<file path="config.mk">
export PLATFORM = sky130hd
export DESIGN_NAME = pipe_ctrl
export DESIGN_NICKNAME = d
export VERILOG_FILES = /design/src/rtl/pipe_ctrl_pkg.sv /design/src/rtl/pipe_hazard_det.sv /design/src/rtl/pipe_ctrl.sv
export SDC_FILE = /design/constraint.sdc
export NUM_CORES = 1
export LEC_CHECK = 0
export ABC_AREA = 1
export CORE_MARGIN = 10
export CORE_UTILIZATION = 44
export DETAILED_ROUTE_END_ITERATION = 16
export GPL_TIMING_DRIVEN = 0
export MAX_ROUTING_LAYER = met4
export PLACE_DENSITY = 0.84
export SLEW_MARGIN = 20
export SYNTH_ARGS = -nofsm -noshare
export SYNTH_HDL_FRONTEND = slang
export SYNTH_SLANG_ARGS = --single-unit
export TNS_END_PERCENT = 30
</file>
<file path="constraint.sdc">
create_clock -name clk -period 1.9 [get_ports clk]
set_input_delay 0.38 -clock clk [delete_from_list [all_inputs] [get_ports clk]]
set_output_delay 0.38 -clock clk [all_outputs]
set_load 0.01 [all_outputs]
</file>
<file path="src/rtl/pipe_ctrl_pkg.sv">
// Shared definitions for the pipeline sequencer.
//   - stall bus bit indices and the canned stall patterns built from them
//   - controller state encodings
//   - counter widths and a saturating-increment helper
package pipe_ctrl_pkg;

  localparam int REG_AW  = 5;   // register-file address width
  localparam int STALL_W = 6;   // stall bus; bit 5 is reserved and always 0
  localparam int WAIT_W  = 16;  // MEM wait counter, saturates
  localparam int FL_W    = 4;   // flush counter, holds up to FLUSH_CYCLES-1

  localparam int STALL_PC     = 0;
  localparam int STALL_IF_ID  = 1;
  localparam int STALL_ID_EX  = 2;
  localparam int STALL_EX_MEM = 3;
  localparam int STALL_MEM_WB = 4;

  // Load-use freezes pc and if_id only; id_ex gets a bubble instead.
  localparam logic [STALL_W-1:0] STALL_LU =
    (STALL_W'(1) << STALL_PC) | (STALL_W'(1) << STALL_IF_ID);

  // A data-bus wait freezes every stage up to and including mem_wb.
  localparam logic [STALL_W-1:0] STALL_MEM =
    STALL_LU | (STALL_W'(1) << STALL_ID_EX) |
    (STALL_W'(1) << STALL_EX_MEM) | (STALL_W'(1) << STALL_MEM_WB);

  typedef enum logic [1:0] {
    CTRL_IDLE     = 2'd0,
    CTRL_MEM_WAIT = 2'd1,
    CTRL_FLUSH    = 2'd2
  } ctrl_state_e;

  function automatic logic [WAIT_W-1:0] sat_inc(input logic [WAIT_W-1:0] v);
    return (&v) ? v : v + 1'b1;
  endfunction

endpackage

</file>
<file path="src/rtl/pipe_hazard_det.sv">
// Load-use hazard compare: a load in EX writes a register that the
// instruction in ID reads, and the bypass network cannot forward it yet.
// Pure combinational so a second ID slot can instantiate another copy.
//   rs1_re/rs1_addr, rs2_re/rs2_addr : ID source operands
//   ex_load, ex_we, ex_waddr         : EX instruction destination info
//   lu                               : hazard present this cycle
module pipe_hazard_det
  import pipe_ctrl_pkg::*;
(
  input  logic              rs1_re,
  input  logic [REG_AW-1:0] rs1_addr,
  input  logic              rs2_re,
  input  logic [REG_AW-1:0] rs2_addr,
  input  logic              ex_load,
  input  logic              ex_we,
  input  logic [REG_AW-1:0] ex_waddr,
  output logic              lu
);

  logic hit1, hit2;

  assign hit1 = rs1_re & (rs1_addr == ex_waddr);
  assign hit2 = rs2_re & (rs2_addr == ex_waddr);

  // x0 is hard-wired zero, so a load targeting it never creates a hazard.
  assign lu = ex_load & ex_we & (|ex_waddr) & (hit1 | hit2);

endmodule

</file>
<file path="src/rtl/pipe_ctrl.sv">
// Pipeline sequencer for the 5-stage core: per-stage stall and flush control
// for load-use hazards, multi-cycle data-bus waits and EX redirects, plus a
// debug counter of stalled cycles.
//   clk, rst                     : clock, asynchronous active-low reset
//   id_reg1_*/id_reg2_*          : ID source operand reads
//   ex_load/ex_we/ex_waddr       : EX destination info
//   ex_jump/ex_jump_addr         : taken redirect resolved in EX
//   mem_req/mem_ack              : data-bus handshake in MEM
//   stall[5:0]                   : pc, if_id, id_ex, ex_mem, mem_wb, rsvd
//   flush_if_id/flush_id_ex      : bubble insertion
//   jump_flag/jump_addr          : pc redirect
//   timeout_err                  : sticky MEM timeout flag
//   stall_cycles                 : cycles with stall[pc] set, wraps
// Outputs are combinational from state and inputs; they are forced to zero
// while rst is low so a reset never leaks a partial pulse.
module pipe_ctrl
  import pipe_ctrl_pkg::*;
#(
  parameter int FLUSH_CYCLES = 2,
  parameter int TIMEOUT      = 255,
  parameter int ADDR_W       = 32
) (
  input  logic              clk,
  input  logic              rst,
  input  logic              id_reg1_re,
  input  logic [4:0]        id_reg1_raddr,
  input  logic              id_reg2_re,
  input  logic [4:0]        id_reg2_raddr,
  input  logic              ex_load,
  input  logic              ex_we,
  input  logic [4:0]        ex_waddr,
  input  logic              ex_jump,
  input  logic [ADDR_W-1:0] ex_jump_addr,
  input  logic              mem_req,
  input  logic              mem_ack,
  output logic [5:0]        stall,
  output logic              flush_if_id,
  output logic              flush_id_ex,
  output logic              jump_flag,
  output logic [ADDR_W-1:0] jump_addr,
  output logic              timeout_err,
  output logic [31:0]       stall_cycles
);

  localparam logic [FL_W-1:0]   FL_RELOAD = FL_W'(FLUSH_CYCLES - 1);
  localparam bit                FL_MULTI  = (FLUSH_CYCLES > 1);
  localparam logic [WAIT_W-1:0] TO_VAL    = WAIT_W'(TIMEOUT);

  ctrl_state_e        state_q, state_d;
  ctrl_state_e        ret_q, ret_d;       // state to resume after a MEM wait
  logic [WAIT_W-1:0]  wait_cnt_q, wait_cnt_d;
  logic [FL_W-1:0]    fl_cnt_q, fl_cnt_d;
  logic               terr_q, terr_d;
  logic [31:0]        sc_q, sc_d;

  logic               lu;
  logic               mem_block;
  logic [STALL_W-1:0] stall_c;
  logic               fif_c, fex_c, jf_c;
  logic [ADDR_W-1:0]  ja_c;

  pipe_hazard_det u_hazard (
    .rs1_re   (id_reg1_re),
    .rs1_addr (id_reg1_raddr),
    .rs2_re   (id_reg2_re),
    .rs2_addr (id_reg2_raddr),
    .ex_load  (ex_load),
    .ex_we    (ex_we),
    .ex_waddr (ex_waddr),
    .lu       (lu)
  );

  assign mem_block = mem_req & ~mem_ack;

  always_comb begin
    state_d    = state_q;
    ret_d      = ret_q;
    wait_cnt_d = wait_cnt_q;
    fl_cnt_d   = fl_cnt_q;
    terr_d     = terr_q;
    stall_c    = '0;
    fif_c      = 1'b0;
    fex_c      = 1'b0;
    jf_c       = 1'b0;
    ja_c       = '0;

    case (state_q)
      CTRL_IDLE, CTRL_FLUSH: begin
        // The wrong-path fetch keeps being squashed for the whole flush window.
        if (state_q == CTRL_FLUSH) fif_c = 1'b1;

        if (mem_block) begin
          // fl_cnt is left untouched so the flush resumes where it stopped.
          stall_c    = STALL_MEM;
          ret_d      = state_q;
          state_d    = CTRL_MEM_WAIT;
          wait_cnt_d = WAIT_W'(1);
        end else if (ex_jump) begin
          jf_c  = 1'b1;
          ja_c  = ex_jump_addr;
          fif_c = 1'b1;
          fex_c = 1'b1;
          if (FL_MULTI) begin
            state_d  = CTRL_FLUSH;
            fl_cnt_d = FL_RELOAD;
          end else begin
            state_d  = CTRL_IDLE;
          end
        end else if (state_q == CTRL_FLUSH) begin
          // ID holds a wrong-path bubble here, so LU is not considered.
          if (fl_cnt_q <= FL_W'(1)) state_d = CTRL_IDLE;
          else                      fl_cnt_d = fl_cnt_q - 1'b1;
        end else if (lu) begin
          stall_c = STALL_LU;
          fex_c   = 1'b1;
        end
      end

      CTRL_MEM_WAIT: begin
        // EX and ID are frozen; their requests are re-evaluated after release.
        if (mem_ack) begin
          state_d = ret_q;
        end else if ((TIMEOUT != 0) && (wait_cnt_q == TO_VAL)) begin
          terr_d  = 1'b1;
          state_d = ret_q;
        end else begin
          stall_c    = STALL_MEM;
          wait_cnt_d = sat_inc(wait_cnt_q);
        end
      end

      default: state_d = CTRL_IDLE;
    endcase
  end

  assign stall       = rst ? stall_c : '0;
  assign flush_if_id = rst & fif_c;
  assign flush_id_ex = rst & fex_c;
  assign jump_flag   = rst & jf_c;
  assign jump_addr   = rst ? ja_c : '0;
  assign timeout_err = terr_q;
  assign stall_cycles = sc_q;

  assign sc_d = stall[STALL_PC] ? sc_q + 32'd1 : sc_q;

  always_ff @(posedge clk or negedge rst) begin
    if (!rst) begin
      state_q    <= CTRL_IDLE;
      ret_q      <= CTRL_IDLE;
      wait_cnt_q <= '0;
      fl_cnt_q   <= '0;
      terr_q     <= 1'b0;
      sc_q       <= '0;
    end else begin
      state_q    <= state_d;
      ret_q      <= ret_d;
      wait_cnt_q <= wait_cnt_d;
      fl_cnt_q   <= fl_cnt_d;
      terr_q     <= terr_d;
      sc_q       <= sc_d;
    end
  end

endmodule

</file>
==> impl_metrics.json <==
{
  "outcome": "finished, violations left",
  "violations": "negative setup slack",
  "setup_ws_ps": -375,
  "antenna_found_initial": 0,
  "grt_overflow": 0,
  "tns_ps": -2380,
  "slew_headroom": 0.427,
  "fin_worst_skew_ps": 7.54,
  "tightest_slew_ps": 856,
  "synth_fp_nets": 767,
  "setup_violations": 33,
  "ioPinCount": 130,
  "synth-seq-area-share": 0.330,
  "rsz0062_at_grt": "true",
  "utilization": 0.657,
  "antenna_cells": 0,
  "ys_ff_latch": 57,
  "post_synth.cell_area_avg_sq_um": 6.11,
  "cp.arrival_ps": 1900,
  "drc": 0,
  "dp_hpwl_um": 10600,
  "cts_max_level": 3,
  "antenna_left": 0,
  "core_sq_um": 9680,
  "path_class": "reg2out",
  "area_delta_synth_final_pct": 47.3,
  "grt_start_max_net_pins": 22,
  "period_share": 1.20,
  "peakVddDrop_v": 0.000372,
  "viasPerCell": 4.90,
  "end_kind": "output pin",
  "leakage_nw": 3.38,
  "grt_util_all_layers": 0.199,
  "hold_path_class": "in2async",
  "clk_path_buf_depth": 2,
  "final.min_clock_period_ps": 2280,
  "wirelength_um": 14500,
  "grt_pass1_wl_um": 22800,
  "cp_max_fo": 4,
  "ys_types": 31,
  "die_h_um": 119,
  "fp-row-count": 36,
  "synth_ff_type": "dfrtp_1",
  "async_flop_share": 1.00,
  "final-max-slew-violation-count": 0,
  "yosysWarnings": 0,
  "dieArea_sq_um": 14200,
  "maxCapViolations": 0,
  "max_freq_ghz": 0.440,
  "cp-start-kind": "flop",
  "syn-cell-area_sq_um": 4320,
  "fp.dieW_um": 119,
  "cts_tree": "yes",
  "r2r_cells": 12,
  "first_pass_iters": 5,
  "drt_iter0_drc": 294,
  "grt_pass1_vias": 4605,
  "synth_edf_count": 0,
  "place.gp.congestion": 0.966,
  "worstPathRequired_ps": 1520,
  "r2r-end": "wait_cnt_q[12]$_DFFE_PN0P_",
  "port_buffers": 128,
  "reg2reg_from": "wait_cnt_q[0]$_DFFE_PN0P_",
  "clock_latency_ps": 340,
  "syn-instance-count": 707,
  "start_util": 0.446,
  "nets": 944,
  "hold_violations": 0,
  "power.total_mw": 4.34,
  "r2r_slack_ps": 80,
  "cts-root-buf": "clkbuf_8",
  "dr_total_vias": 5004,
  "numCtsBuffers": 9,
  "wl_per_cell_um": 14.2,
  "pwr_density_cell_nw_per_um2": 683,
  "drive_gt1_frac": 0.177,
  "cts.clk_slew.worst_paths_ps": 70,
  "clkSinkCount": 57
}
==> what timing repair did <==
item / in CTS / in global routing
pin swaps: 10 / 17
gates resized for setup: 208 / 44
endpoints found under the setup margin: 69 / 66
gates cloned: 3 / 2
buffers inserted: 24 / 11
hold buffers: 2 / 0
endpoints found under the hold margin: 17 / 0
==> power by group <==
group          total (mW)  leakage [nW]  internal (mW)  switching, mW
Clock               0.934        0.0839          0.465          0.469
Sequential           1.51         0.779           1.35          0.165
Combinational        1.90          2.52          0.891           1.01
Total                4.34          3.38           2.70           1.64
==> cell usage after synthesis, types with 3 or more instances <==
cell type / instances / area share
a21oi_1: 3 / 0.0035
buf_1: 3 / 0.0026
buf_2: 4 / 0.0046
buf_4: 8 / 0.014
buf_6: 3 / 0.0078
dfrtp_1: 57 / 0.33
ha_1: 4 / 0.012
inv_1: 93 / 0.081
inv_2: 4 / 0.0035
nand2_1: 269 / 0.23
nand2_2: 5 / 0.0072
nand3_1: 50 / 0.058
nand3b_1: 8 / 0.014
nand4_1: 11 / 0.016
nor2_1: 121 / 0.11
nor3_1: 16 / 0.019
o21ai_0: 5 / 0.0058
xnor2_1: 6 / 0.012
xor2_1: 21 / 0.043
==> layer usage <==
layer	track usage	part of all wire	up-vias
met2	0.311	0.46	210
met4	0.0534	0.017	0
met3	0.0411	0.070	29
met1	0.256	0.45	2250
li1	-	-	2515
met5	-	0	-
==> registers in the layout (all words and copies together) (netlist names) <==
register	flops
timeout_err	1
fl_cnt_q	4
state_q	2
wait_cnt_q	16
stall_cycles	32
ret_q	2
==> layout make-up <==
cell class,count,area (sq um)
fill,858,3320
multi-input combinational,534,2540
timing repair buffer,167,1540
sequential,57,1430
inverter,97,369
buffer,18,169
tap,133,166
clock buffer,12,135
clock inverter,4,20.0
==> stage by stage <==
step | instance area (sq um) | cells | worst slack [ps] | hold WS (ps)
2_1_floorplan | 4330 | 707 | -78.6 | 84.4
4_1_cts | 6270 | 1014 | -387 | 111
3_3_place_gp | 5770 | 968 | -3080 | 465
6_report | 6360 | 1022 | -375 | 110
3_5_place_dp | 5800 | 969 | -1190 | 279
5_1_grt | 6360 | 1022 | -481 | 114
==> critical path, cell delays in order (launching register included) <==
cell and delay, ps:
dfrtp_1 400, ha_4 150, nand2_2 50, inv_2 80, nand2_4 60, nor2_4 110
nand2_2 70, nand2_2 80, nand2_2 70, nand2_4 110, buf_6 120, inv_4 40
buf_6 100, buf_6 110
==> cells by family after synthesis <==
logic type / Yosys count / synth area share
AND/OR/NAND/NOR: 486 / 0.466
buffers and inverters: 116 / 0.114
flip-flops: 57 / 0.330
XOR/XNOR: 27 / 0.0548
AO/OA/AOI/OAI: 16 / 0.0229
adder cells (fa/ha/maj): 4 / 0.0116
other: 1 / 0.000868
==> placed cells by master, fill, tap and decap left out, types with 2 or more instances in the layout <==
cell | Yosys | final
nand2_1 | 269 | 262
o22ai_1 | 2 | 2
clkdlybuf4s50_1 | 0 | 69
nand2_2 | 5 | 10
nor3_1 | 16 | 15
nand4_1 | 11 | 11
buf_4 | 8 | 35
clkinv_2 | 0 | 4
buf_2 | 4 | 35
nor2_2 | 2 | 6
nor2_4 | 1 | 8
buf_16 | 0 | 2
inv_1 | 93 | 87
nand3_1 | 50 | 49
o21ai_0 | 5 | 5
xnor2_1 | 6 | 6
inv_4 | 0 | 2
dlygate4sd2_1 | 0 | 5
dfrtp_1 | 57 | 55
dfrtp_2 | 0 | 2
dlymetal6s2s_1 | 0 | 12
xor2_1 | 21 | 21
nor2_1 | 121 | 110
dlygate4sd3_1 | 0 | 2
buf_6 | 3 | 20
a21oi_2 | 0 | 2
inv_2 | 4 | 8
nand3b_1 | 8 | 8
nand2_4 | 2 | 4
ha_1 | 4 | 3
clkbuf_8 | 0 | 9
clkbuf_1 | 1 | 4
o21a_1 | 2 | 2
==> worst max-delay path by stage <==
stage	end	cells after the start	slack [ps]	from
final	stall[3]	13	-380	wait_cnt_q[0]$_DFFE_PN0P_
after global routing	stall[3]	11	-480	wait_cnt_q[9]$_DFFE_PN0P_
after CTS	stall[1]	13	-390	wait_cnt_q[0]$_DFFE_PN0P_
after detailed placement	jump_addr[4]	11	-1190	mem_ack
after global placement	jump_addr[4]	7	-3080	rst
after floorplan	stall[3]	12	-80	wait_cnt_q[0]$_DFFE_PN0P_
Note: power is estimated with default switching activity, not from simulation.
